### config.mk
export PLATFORM = sky130hd
export DESIGN_NAME = ram_stream_fifo_ctrl
export DESIGN_NICKNAME = d
export VERILOG_FILES = /design/src/rtl/ram_stream_fifo_ctrl.sv
export SDC_FILE = /design/constraint.sdc
export NUM_CORES = 1
export LEC_CHECK = 0
export CAP_MARGIN = 20
export CORE_MARGIN = 3
export CORE_UTILIZATION = 38
export CTS_CLUSTER_DIAMETER = 60
export DETAILED_ROUTE_END_ITERATION = 8
export HOLD_SLACK_MARGIN = 0.15
export PLACE_DENSITY = 0.81
export REMOVE_ABC_BUFFERS = 1
export SYNTH_ARGS = -nofsm -noshare
export SYNTH_HDL_FRONTEND = slang
export SYNTH_SLANG_ARGS = --single-unit
export TNS_END_PERCENT = 30
### constraint.sdc
create_clock -name clk -period 3.51 [get_ports clk]
set_input_delay 0.351 -clock clk [delete_from_list [all_inputs] [get_ports clk]]
set_output_delay 0.351 -clock clk [all_outputs]
set_load 0.02 [all_outputs]
### src/rtl/ram_stream_fifo_ctrl.sv
// Valid/ready stream FIFO controller around an external simple dual-port RAM.
// The RAM's registered read output acts as the single output data stage.
module ram_stream_fifo_ctrl #(
    parameter int WIDTH_DATA = 16,
    parameter int NUMWORDS   = 256
) (
    input  logic                            clk,
    input  logic                            rst_n,
    input  logic                            flush,
    input  logic                            s_valid,
    output logic                            s_ready,
    input  logic [WIDTH_DATA-1:0]           s_data,
    output logic                            m_valid,
    input  logic                            m_ready,
    output logic [WIDTH_DATA-1:0]           m_data,
    output logic [$clog2(NUMWORDS+2)-1:0]   level,
    output logic                            ram_wr_en,
    output logic [$clog2(NUMWORDS)-1:0]     ram_wr_addr,
    output logic [WIDTH_DATA-1:0]           ram_wr_data,
    output logic                            ram_rd_en,
    output logic [$clog2(NUMWORDS)-1:0]     ram_rd_addr,
    input  logic [WIDTH_DATA-1:0]           ram_rd_data
);

    localparam int AW = $clog2(NUMWORDS);
    localparam int CW = $clog2(NUMWORDS + 1);
    localparam int LW = $clog2(NUMWORDS + 2);
    localparam logic [CW-1:0] FULL_CNT = CW'(NUMWORDS);

    logic [AW-1:0] wr_ptr;
    logic [AW-1:0] rd_ptr;
    logic [CW-1:0] ram_cnt;
    logic          rst_done;

    // Handshakes depend on registered state only; a same-cycle read never frees a slot.
    assign s_ready     = rst_done & ~flush & (ram_cnt != FULL_CNT);
    assign ram_wr_en   = s_valid & s_ready;
    assign ram_wr_addr = wr_ptr;
    assign ram_wr_data = s_data;

    assign ram_rd_en   = rst_done & ~flush & (ram_cnt != '0) & (~m_valid | m_ready);
    assign ram_rd_addr = rd_ptr;

    assign m_data      = ram_rd_data;
    assign level       = LW'(ram_cnt) + LW'(m_valid);

    always_ff @(posedge clk or negedge rst_n) begin
        if (!rst_n) begin
            wr_ptr   <= '0;
            rd_ptr   <= '0;
            ram_cnt  <= '0;
            m_valid  <= 1'b0;
            rst_done <= 1'b0;
        end else begin
            rst_done <= 1'b1;
            if (flush) begin
                wr_ptr  <= '0;
                rd_ptr  <= '0;
                ram_cnt <= '0;
                m_valid <= 1'b0;
            end else begin
                if (ram_wr_en) wr_ptr <= wr_ptr + AW'(1);
                if (ram_rd_en) rd_ptr <= rd_ptr + AW'(1);
                ram_cnt <= ram_cnt + CW'(ram_wr_en) - CW'(ram_rd_en);
                if (ram_rd_en)
                    m_valid <= 1'b1;
                else if (m_ready)
                    m_valid <= 1'b0;
            end
        end
    end

endmodule

* Yosys cells after proc, flatten, opt, wreduce, memory -nomap -nowiden
Cells that the tools add are included.
** Word-level totals
- Flip-flop bits (word level) :: 27
- Bits in latches :: 0
- Memory bits (writable) :: 0
- ROM bits :: 0
- Word-level logic and storage cells :: 31
- Memories kept :: 0
** Operators by class
- Add/sub/neg operators :: 5
- Multiply operators :: 0
- Divide/modulo/power cells :: 0
- Magnitude comparators :: 0
- Equal/unequal tests :: 1
- Shift operators :: 0
- Multiplexer cells :: 8
- Bitwise operators :: 8
- Reductions and logical operators :: 4
** Operator list (number)
- two-way mux 8 bit :: 4
- adder 9 x 1 -> 9 bit :: 2
- adder 8 x 1 -> 8 bit, second input constant :: 2
- two-way mux 9 bit :: 1
- != test 9 bit, second input constant :: 1
- nonzero test 9 bit :: 1
- subtractor 9 x 1 -> 9 bit :: 1
- AND 1 bit :: 5
- nonzero test 2 bit :: 2
- two-way mux 1 bit :: 3
- nonzero test 3 bit :: 1
- inverter 1 bit :: 2
- bitwise OR 1 bit :: 1

* Longest topological paths before layout
Gate-level depths: netlist of the first run.
- Depth after elaboration :: 7
- Depth in mapped cells :: 14
- Gate-level depth less buffers :: 13

* Worst setup path before layout of the first run
OpenSTA, ideal clock, no wires.
- Kind :: register to register
- From :: register ram_cnt[4]
- To :: register ram_cnt[6]
- Arrival time :: 3.433 ns
- Data required time :: 3.382 ns
- Path slack :: -0.051 ns
- Cell stages (with the launch flop) :: 15
- Path buffers :: 1
- Period minus slack after synthesis :: 3.561 ns
- Path through :: dfrtp_1 inv_1 ha_1 nand3b_1 o311ai_2 buf_2 nor2_1 ha_1 inv_1 ha_1 fa_1 and3b_1 or3_4 a31oi_1 mux2_1
** On the way
- Elaborated cells between the ends (all ways) :: 9
** RTL lines
- from (decl) :: RTL line 32 : logic [CW-1:0] ram_cnt;
- from (signal assigned) :: RTL line 64 : ram_cnt <= ram_cnt + CW'(ram_wr_en) - CW'(ram_rd_en);
- nonzero test 9 bit :: RTL line 41 : assign ram_rd_en = rst_done & ~flush & (ram_cnt != '0) & (~m_valid | m_ready);
- AND 1 bit (2 in series) :: RTL line 41
- net ram_rd_en :: RTL line 20 : output logic ram_rd_en,
- subtractor 9 x 1 -> 9 bit :: RTL line 64
- two-way mux 9 bit :: RTL line 56 : if (flush) begin
The timed path passes the listed nets, and every way through them passes these cells.
A chain may end at the register's enable or synchronous reset.

* Worst setup path after layout of the first run
- From :: register ram_cnt[4]
- To :: register ram_cnt[6]
** On the way
- Word-level cells in the longest chain between the ends :: 6
- Elaborated cells between the ends (all ways) :: 9
** RTL lines
- != test 9 bit :: RTL line 36 : assign s_ready = rst_done & ~flush & (ram_cnt != FULL_CNT);
- AND 1 bit :: RTL line 36
- AND 1 bit :: RTL line 37 : assign ram_wr_en = s_valid & s_ready;
- adder 9 x 1 -> 9 bit :: RTL line 64
- subtractor 9 x 1 -> 9 bit * :: RTL line 64
- two-way mux 9 bit * :: RTL line 56
Mark *: on every way between the ends. The rest lies on a longest branch, timed or not.

==> results.tsv, run 1 <==
metric	value	unit
cts_hold_repair.buffers	0	
synth-adder-area-share	14.0	%
die_area	6490	µm²
timing.critical_path.cells	inv_1 > ha_2 > nand3b_1 > o311ai_2 > nor2_2 > ha_1 > inv_1 > ha_1 > fa_2 > and3b_1 > or3_4 > a31oi_2 > mux2_1	
timing.critical_path.fanout_max	4	
initial_core_util	40.3	%
antennaDiodeCount	0	
synth_seq_area_share	32.0	%
synthesis.area	2110	µm²
maxSlewViolCount	0	
layout-drive-gt1-share	11.4	%
layout_min_cycle_time	3.41	ns
min_path_type	in2async	
yosys.area_share.simple	17.9	%
synth_seq_cells	27	
gp_congestion	0.835	
critPathSlowestCell	sky130_fd_sc_hd__dfrtp_2	
hold_ws	0.425	ns
yosys_warnings	0	
synthesized_instance_count	225	
worstPathArrival	3.58	ns
worstSkewPairLatency	0.28	ns
post_synth_mux_area_share	2.49	%
floorplan.io_pins	98	
endpoint_type_of_the_worst_setup_path	register	
grt_antenna_before_repair	0	
synth_top_cell_area_share	32.0	%
routed_wirelength	4820	µm
detailroute.via_count	1675	
postSynth.topFlopCell	sky130_fd_sc_hd__dfrtp_1	
path_buf_inv	2	
finalSetupViolCount	0	
cts_root_buffer	sky130_fd_sc_hd__clkbuf_8	
power	1.54	mW
synth.cells.most_frequent	sky130_fd_sc_hd__buf_4 (32), sky130_fd_sc_hd__dfrtp_1 (27), sky130_fd_sc_hd__ha_1 (22)	
critPathMaxStageDelay	0.44	ns
clock.fmax	294	MHz
routed_via_density	5.47	
grt_first_pass_wirelength	7910	µm
power-per-cell-area	641	nW/µm²
numCtsBuffers	3	
timing.critical_path.max_delay_family	adder cells	
die_h	80.6	µm
cts_max_path_buffers	2	
post_route_ant_nets	0	
hold_viol	0	
initialDrtViolationCount	114	
globalRouteTotalUtil	15.6	%
cts_max_level	1	
count_leader_synth	sky130_fd_sc_hd__buf_4	
cap_violations	0	
grt_start_max_net_pins	28	
run_status	complete, no violations	
main_combinational_cell_family_by_area_after_synthesis	simple AND/OR/NAND/NOR gates	
synth_top_cell_by_area	sky130_fd_sc_hd__dfrtp_1	
die_w	80.6	µm
p_leak	1.05	nW
detail_route.drc_violations	0	
async_reset_ff_share	100	%
post-place-cells	299	
core_region_area	5240	µm²
synth_enable_flop_cells	0	
final_cells	306	
clock-skew-final	0.00490	ns
worst-setup-path-type	reg2reg	
portBuffers	33	
cp_data_required_time	3.68	ns
firstDrtPassIters	4	
synth_top_cells_by_area	sky130_fd_sc_hd__dfrtp_1 (32%), sky130_fd_sc_hd__ha_1 (13%), sky130_fd_sc_hd__buf_4 (11%)	
numClockSinks	27	
first_global_vias	1627	
avgSynthCellArea	9.39	µm²
std_cell_rows	26	
max-vdd-ir-drop	0.241	mV
post_synth_xor_area_fraction	4.97	%
synth_compound_area_share	13.1	%
avgRoutedWirePerCell	15.7	µm
post_synth_num_cell_types	48	
fin_crit_sh	97.1	%
clkTransAtPathRegs	0.10	ns
tritoncts_clock_tree	yes	
detailed_place_hpwl	3560	µm
area_delta_synth_final	14.0	%
grt_overflow_total	0	
nNetsFinal	297	
worst_setup_path_start_kind	register	
-- state kept, by name (all words and copies together) (netlist names) --
name         count
m_valid          1
rst_done         1
ram_wr_addr      8
ram_rd_addr      8
ram_cnt          9
-- power breakdown --
| part | total (mW) | switching [mW] | internal (mW) |
|---|---|---|---|
| Clock | 0.188 | 0.107 | 0.0809 |
| Combinational | 0.934 | 0.479 | 0.455 |
| Sequential | 0.422 | 0.0592 | 0.363 |
| Total | 1.54 | 0.646 | 0.899 |
-- final timing paths --
| kind | startpoint | endpoint | slack, ns | cells after the start |
|---|---|---|---|---|
| setup / recovery | ram_cnt[4] | ram_cnt[6] | 0.10 | 13 |
| hold / removal | rst_n | ram_rd_addr[5] | 0.43 | 2 |
| setup reg to reg | ram_cnt[4] | ram_cnt[6] | 0.10 | 13 |
| hold reg to reg | ram_rd_addr[7] | ram_rd_addr[7] | 0.49 | 1 |
| max in group asynchronous | rst_n | ram_cnt[4] | 2.81 | 2 |
| min in group clk | ram_rd_addr[7] | ram_rd_addr[7] | 0.49 | 1 |
-- area by class of cell --
class / count / area [µm²]
clock buffer: 3 / 41.3
clock inverter: 1 / 7.51
fill: 494 / 2830
inverter: 15 / 56.3
multi-input combinational: 146 / 1130
sequential: 27 / 677
tap: 70 / 87.6
timing repair buffer: 44 / 413
-- logic make-up (layout without fill, tap and decap cells) --
kind of cell | count (synthesis) | count (layout)
compound gates | 38 | 38
mux | 5 | 5
simple gates | 67 | 67
flops | 27 | 27
buf+inv | 52 | 63
fa+ha+maj | 23 | 23
xor+xnor | 12 | 12
other cells | 1 | 1
-- worst register-to-register path, stage by stage, from the launching register on --
cell                       delay, ns
sky130_fd_sc_hd__dfrtp_2        0.44
sky130_fd_sc_hd__inv_1          0.09
sky130_fd_sc_hd__ha_2           0.20
sky130_fd_sc_hd__nand3b_1       0.11
sky130_fd_sc_hd__o311ai_2       0.34
sky130_fd_sc_hd__nor2_2         0.08
sky130_fd_sc_hd__ha_1           0.28
sky130_fd_sc_hd__inv_1          0.04
sky130_fd_sc_hd__ha_1           0.21
sky130_fd_sc_hd__fa_2           0.36
sky130_fd_sc_hd__and3b_1        0.21
sky130_fd_sc_hd__or3_4          0.39
sky130_fd_sc_hd__a31oi_2        0.21
sky130_fd_sc_hd__mux2_1         0.33
-- layer usage --
metal / GRT usage (%) / up-vias / wire length, µm
li1: - / 785 / -
met1: 20.9 / 800 / 2140
met2: 21.5 / 85 / 2120
met3: 8.07 / 5 / 517
met4: 4.90 / 0 / 50
met5: 0 / - / 0
-- through the flow --
| step | util (%) | setup slack [ns] | instance area [µm²] | TNS, ns |
|---|---|---|---|---|
| after floorplan | - | -0.283 | 1850 | -0.283 |
| after global placement | 44.4 | 0.181 | 2320 | 0 |
| after detailed placement | 44.4 | 0.0952 | 2320 | 0 |
| after CTS | 45.3 | 0.0601 | 2370 | 0 |
| after global routing | 46.0 | -0.0286 | 2410 | -0.0286 |
| final | 46.0 | 0.103 | 2410 | 0 |
-- cell usage in the layout, fill, tap and decap left out, types with 6 or more instances in the layout --
master	instances
sky130_fd_sc_hd__buf_4	11
sky130_fd_sc_hd__clkdlybuf4s50_1	33
sky130_fd_sc_hd__xnor2_1	9
sky130_fd_sc_hd__ha_1	21
sky130_fd_sc_hd__dfrtp_1	26
sky130_fd_sc_hd__nand3_1	11
sky130_fd_sc_hd__nand4_1	6
sky130_fd_sc_hd__nand2_1	12
sky130_fd_sc_hd__nor2_1	9
sky130_fd_sc_hd__a21oi_1	8
sky130_fd_sc_hd__inv_1	12
-- timing repair --
action                     4_1_cts  5_1_grt
setup endpoints to repair        0        1
setup buffers                    0        3
resized for setup                0        5
No activity file was read; power rests on OpenSTA's default activity.
==> inputs of run 2 (changes only) <==
--- a/config.mk
+++ b/config.mk
@@ -11,7 +11,7 @@
 export CTS_CLUSTER_DIAMETER = 60
 export DETAILED_ROUTE_END_ITERATION = 8
 export HOLD_SLACK_MARGIN = 0.15
-export PLACE_DENSITY = 0.81
+export PLACE_DENSITY = 0.78
 export REMOVE_ABC_BUFFERS = 1
 export SYNTH_ARGS = -nofsm -noshare
 export SYNTH_HDL_FRONTEND = slang
==> results.tsv, run 2 (synthesized netlist as in run 1, its figures left out) <==
metric	value	unit
clock-skew-final	0.00618	ns
largest-register	ram_cnt	
grt.met1_usage	20.5	%
routed_via_density	5.44	
area_delta_synth_final	13.9	%
worstPathArrival	3.56	ns
avgRoutedWirePerCell	15.5	µm
finish.utilization	46.0	%
finalSetupViolCount	0	
power	1.52	mW
netSwitchingFraction	40.8	%
min_path_type	in2async	
share_comb_of_total_power	61.0	%
routed_wirelength	4760	µm
detailroute.via_count	1669	
firstDrtPassIters	4	
nNetsFinal	298	
clkTransAtPathRegs	0.09	ns
post_route_ant_nets	0	
grt_start_max_net_pins	28	
cap_violations	0	
mostFrequentLayoutCell	sky130_fd_sc_hd__clkdlybuf4s50_1	
first_global_vias	1659	
placement.setup.worst_slack	0.0993	ns
floorplan.io_pins	98	
cts_hold_repair.buffers	0	
initialDrtViolationCount	100	
portBuffers	33	
fillerInstances	494	
gp_congestion	0.822	
die_h	80.6	µm
power-per-cell-area	633	nW/µm²
hold_ws	0.440	ns
initial_core_util	40.3	%
layout_common_cells	sky130_fd_sc_hd__clkdlybuf4s50_1 (33), sky130_fd_sc_hd__dfrtp_1 (26), sky130_fd_sc_hd__ha_1 (20)	
final_cells	307	
p_leak	1.05	nW
hold_viol	0	
totalNegativeSetupSlack	0	ns
globalRouteTotalUtil	15.3	%
worstSkewPairLatency	0.27	ns
numClockSinks	27	
layout-drive-gt1-share	11.0	%
post-place-cells	300	
cts_max_path_buffers	2	
max-vdd-ir-drop	0.251	mV
clock.fmax	295	MHz
fin_crit_sh	96.7	%
maxSlewViolCount	0	
die_area	6490	µm²
use_met3	7.96	%
endpoint_type_of_the_worst_setup_path	register	
placement.cell_area	2330	µm²
layout_min_cycle_time	3.39	ns
worst_setup_path_start_kind	register	
grt_first_pass_wirelength	7960	µm
final_cell_area	2410	µm²
cts_root_buffer	sky130_fd_sc_hd__clkbuf_8	
ff_latch_area	677	µm²
grt_overflow_total	0	
std_cell_rows	26	
detailed_place_hpwl	3610	µm
share_clk_of_total_power	11.6	%
multiInputGateArea	1120	µm²
numCtsBuffers	3	
die_w	80.6	µm
power_report.internal_total	902	µW
worst_case_setup_margin_in_the_final_layout	0.116	ns
run_status	complete, no violations	
cts_max_level	1	
grt_busiest_layer	met2	
grt_util_met2	22.4	%
core_region_area	5240	µm²
largest_reg_flops	9	
power.share.sequential	27.5	%
tritoncts_clock_tree	yes	
net-switching-power	622	µW
worst-setup-path-type	reg2reg	
timing.critical_path.fanout_max	4	
detail_route.drc_violations	0	
cp_data_required_time	3.67	ns
antennaDiodeCount	0	
grt_antenna_before_repair	0	
==> run 2: power groups by stage <==
stage | clock network, mW | logic [mW] | registers [mW]
4_1_cts | 0.182 | 0.897 | 0.420
6_report | 0.176 | 0.929 | 0.418
2_1_floorplan | 0 | 0.608 | 0.439
3_3_place_gp | 0 | 0.877 | 0.422
3_5_place_dp | 0 | 0.891 | 0.427
5_1_grt | 0.197 | 1.03 | 0.428
==> run 2: final timing paths <==
kind / cells past startpoint / from / end / slack (ns)
worst max-delay path: 13 / ram_cnt[4] / ram_cnt[6] / 0.12
worst min-delay path: 2 / rst_n / ram_rd_addr[3] / 0.44
worst max register to register: 13 / ram_cnt[4] / ram_cnt[6] / 0.12
worst min register to register: 1 / ram_rd_addr[7] / ram_rd_addr[7] / 0.48
max in group asynchronous: 2 / rst_n / ram_cnt[4] / 2.78
min in group clk: 1 / ram_rd_addr[7] / ram_rd_addr[7] / 0.48
==> run 2: layout make-up <==
class | instances | share of cell area (%)
tap | 70 | 3.64
multi-input combinational | 146 | 46.6
clock buffer | 4 | 1.87
timing repair buffer | 45 | 17.5
inverter | 15 | 2.34
sequential | 27 | 28.1
==> run 2: repair_timing <==
action | CTS | global route
setup buffers | 0 | 3
endpoints found under the setup margin | 0 | 1
hold endpoints to repair | 0 | 0
gates resized for setup | 0 | 4
==> run 2: critical path, cell delays in order, from the launching register on <==
cell	delay (ns)
sky130_fd_sc_hd__dfrtp_2	0.44
sky130_fd_sc_hd__inv_1	0.09
sky130_fd_sc_hd__ha_2	0.21
sky130_fd_sc_hd__nand3b_1	0.11
sky130_fd_sc_hd__o311ai_2	0.32
sky130_fd_sc_hd__nor2_1	0.11
sky130_fd_sc_hd__ha_1	0.29
sky130_fd_sc_hd__inv_1	0.04
sky130_fd_sc_hd__ha_1	0.22
sky130_fd_sc_hd__fa_2	0.36
sky130_fd_sc_hd__and3b_1	0.20
sky130_fd_sc_hd__or3_4	0.37
sky130_fd_sc_hd__a31oi_1	0.19
sky130_fd_sc_hd__mux2_1	0.33
==> run 2: per-layer routing <==
| metal | vias up | part of all wire, % |
|---|---|---|
| met5 | - | 0 |
| met3 | 2 | 9.9 |
| met2 | 81 | 45 |
| met1 | 794 | 45 |
| li1 | 792 | - |
| met4 | 0 | 0.23 |
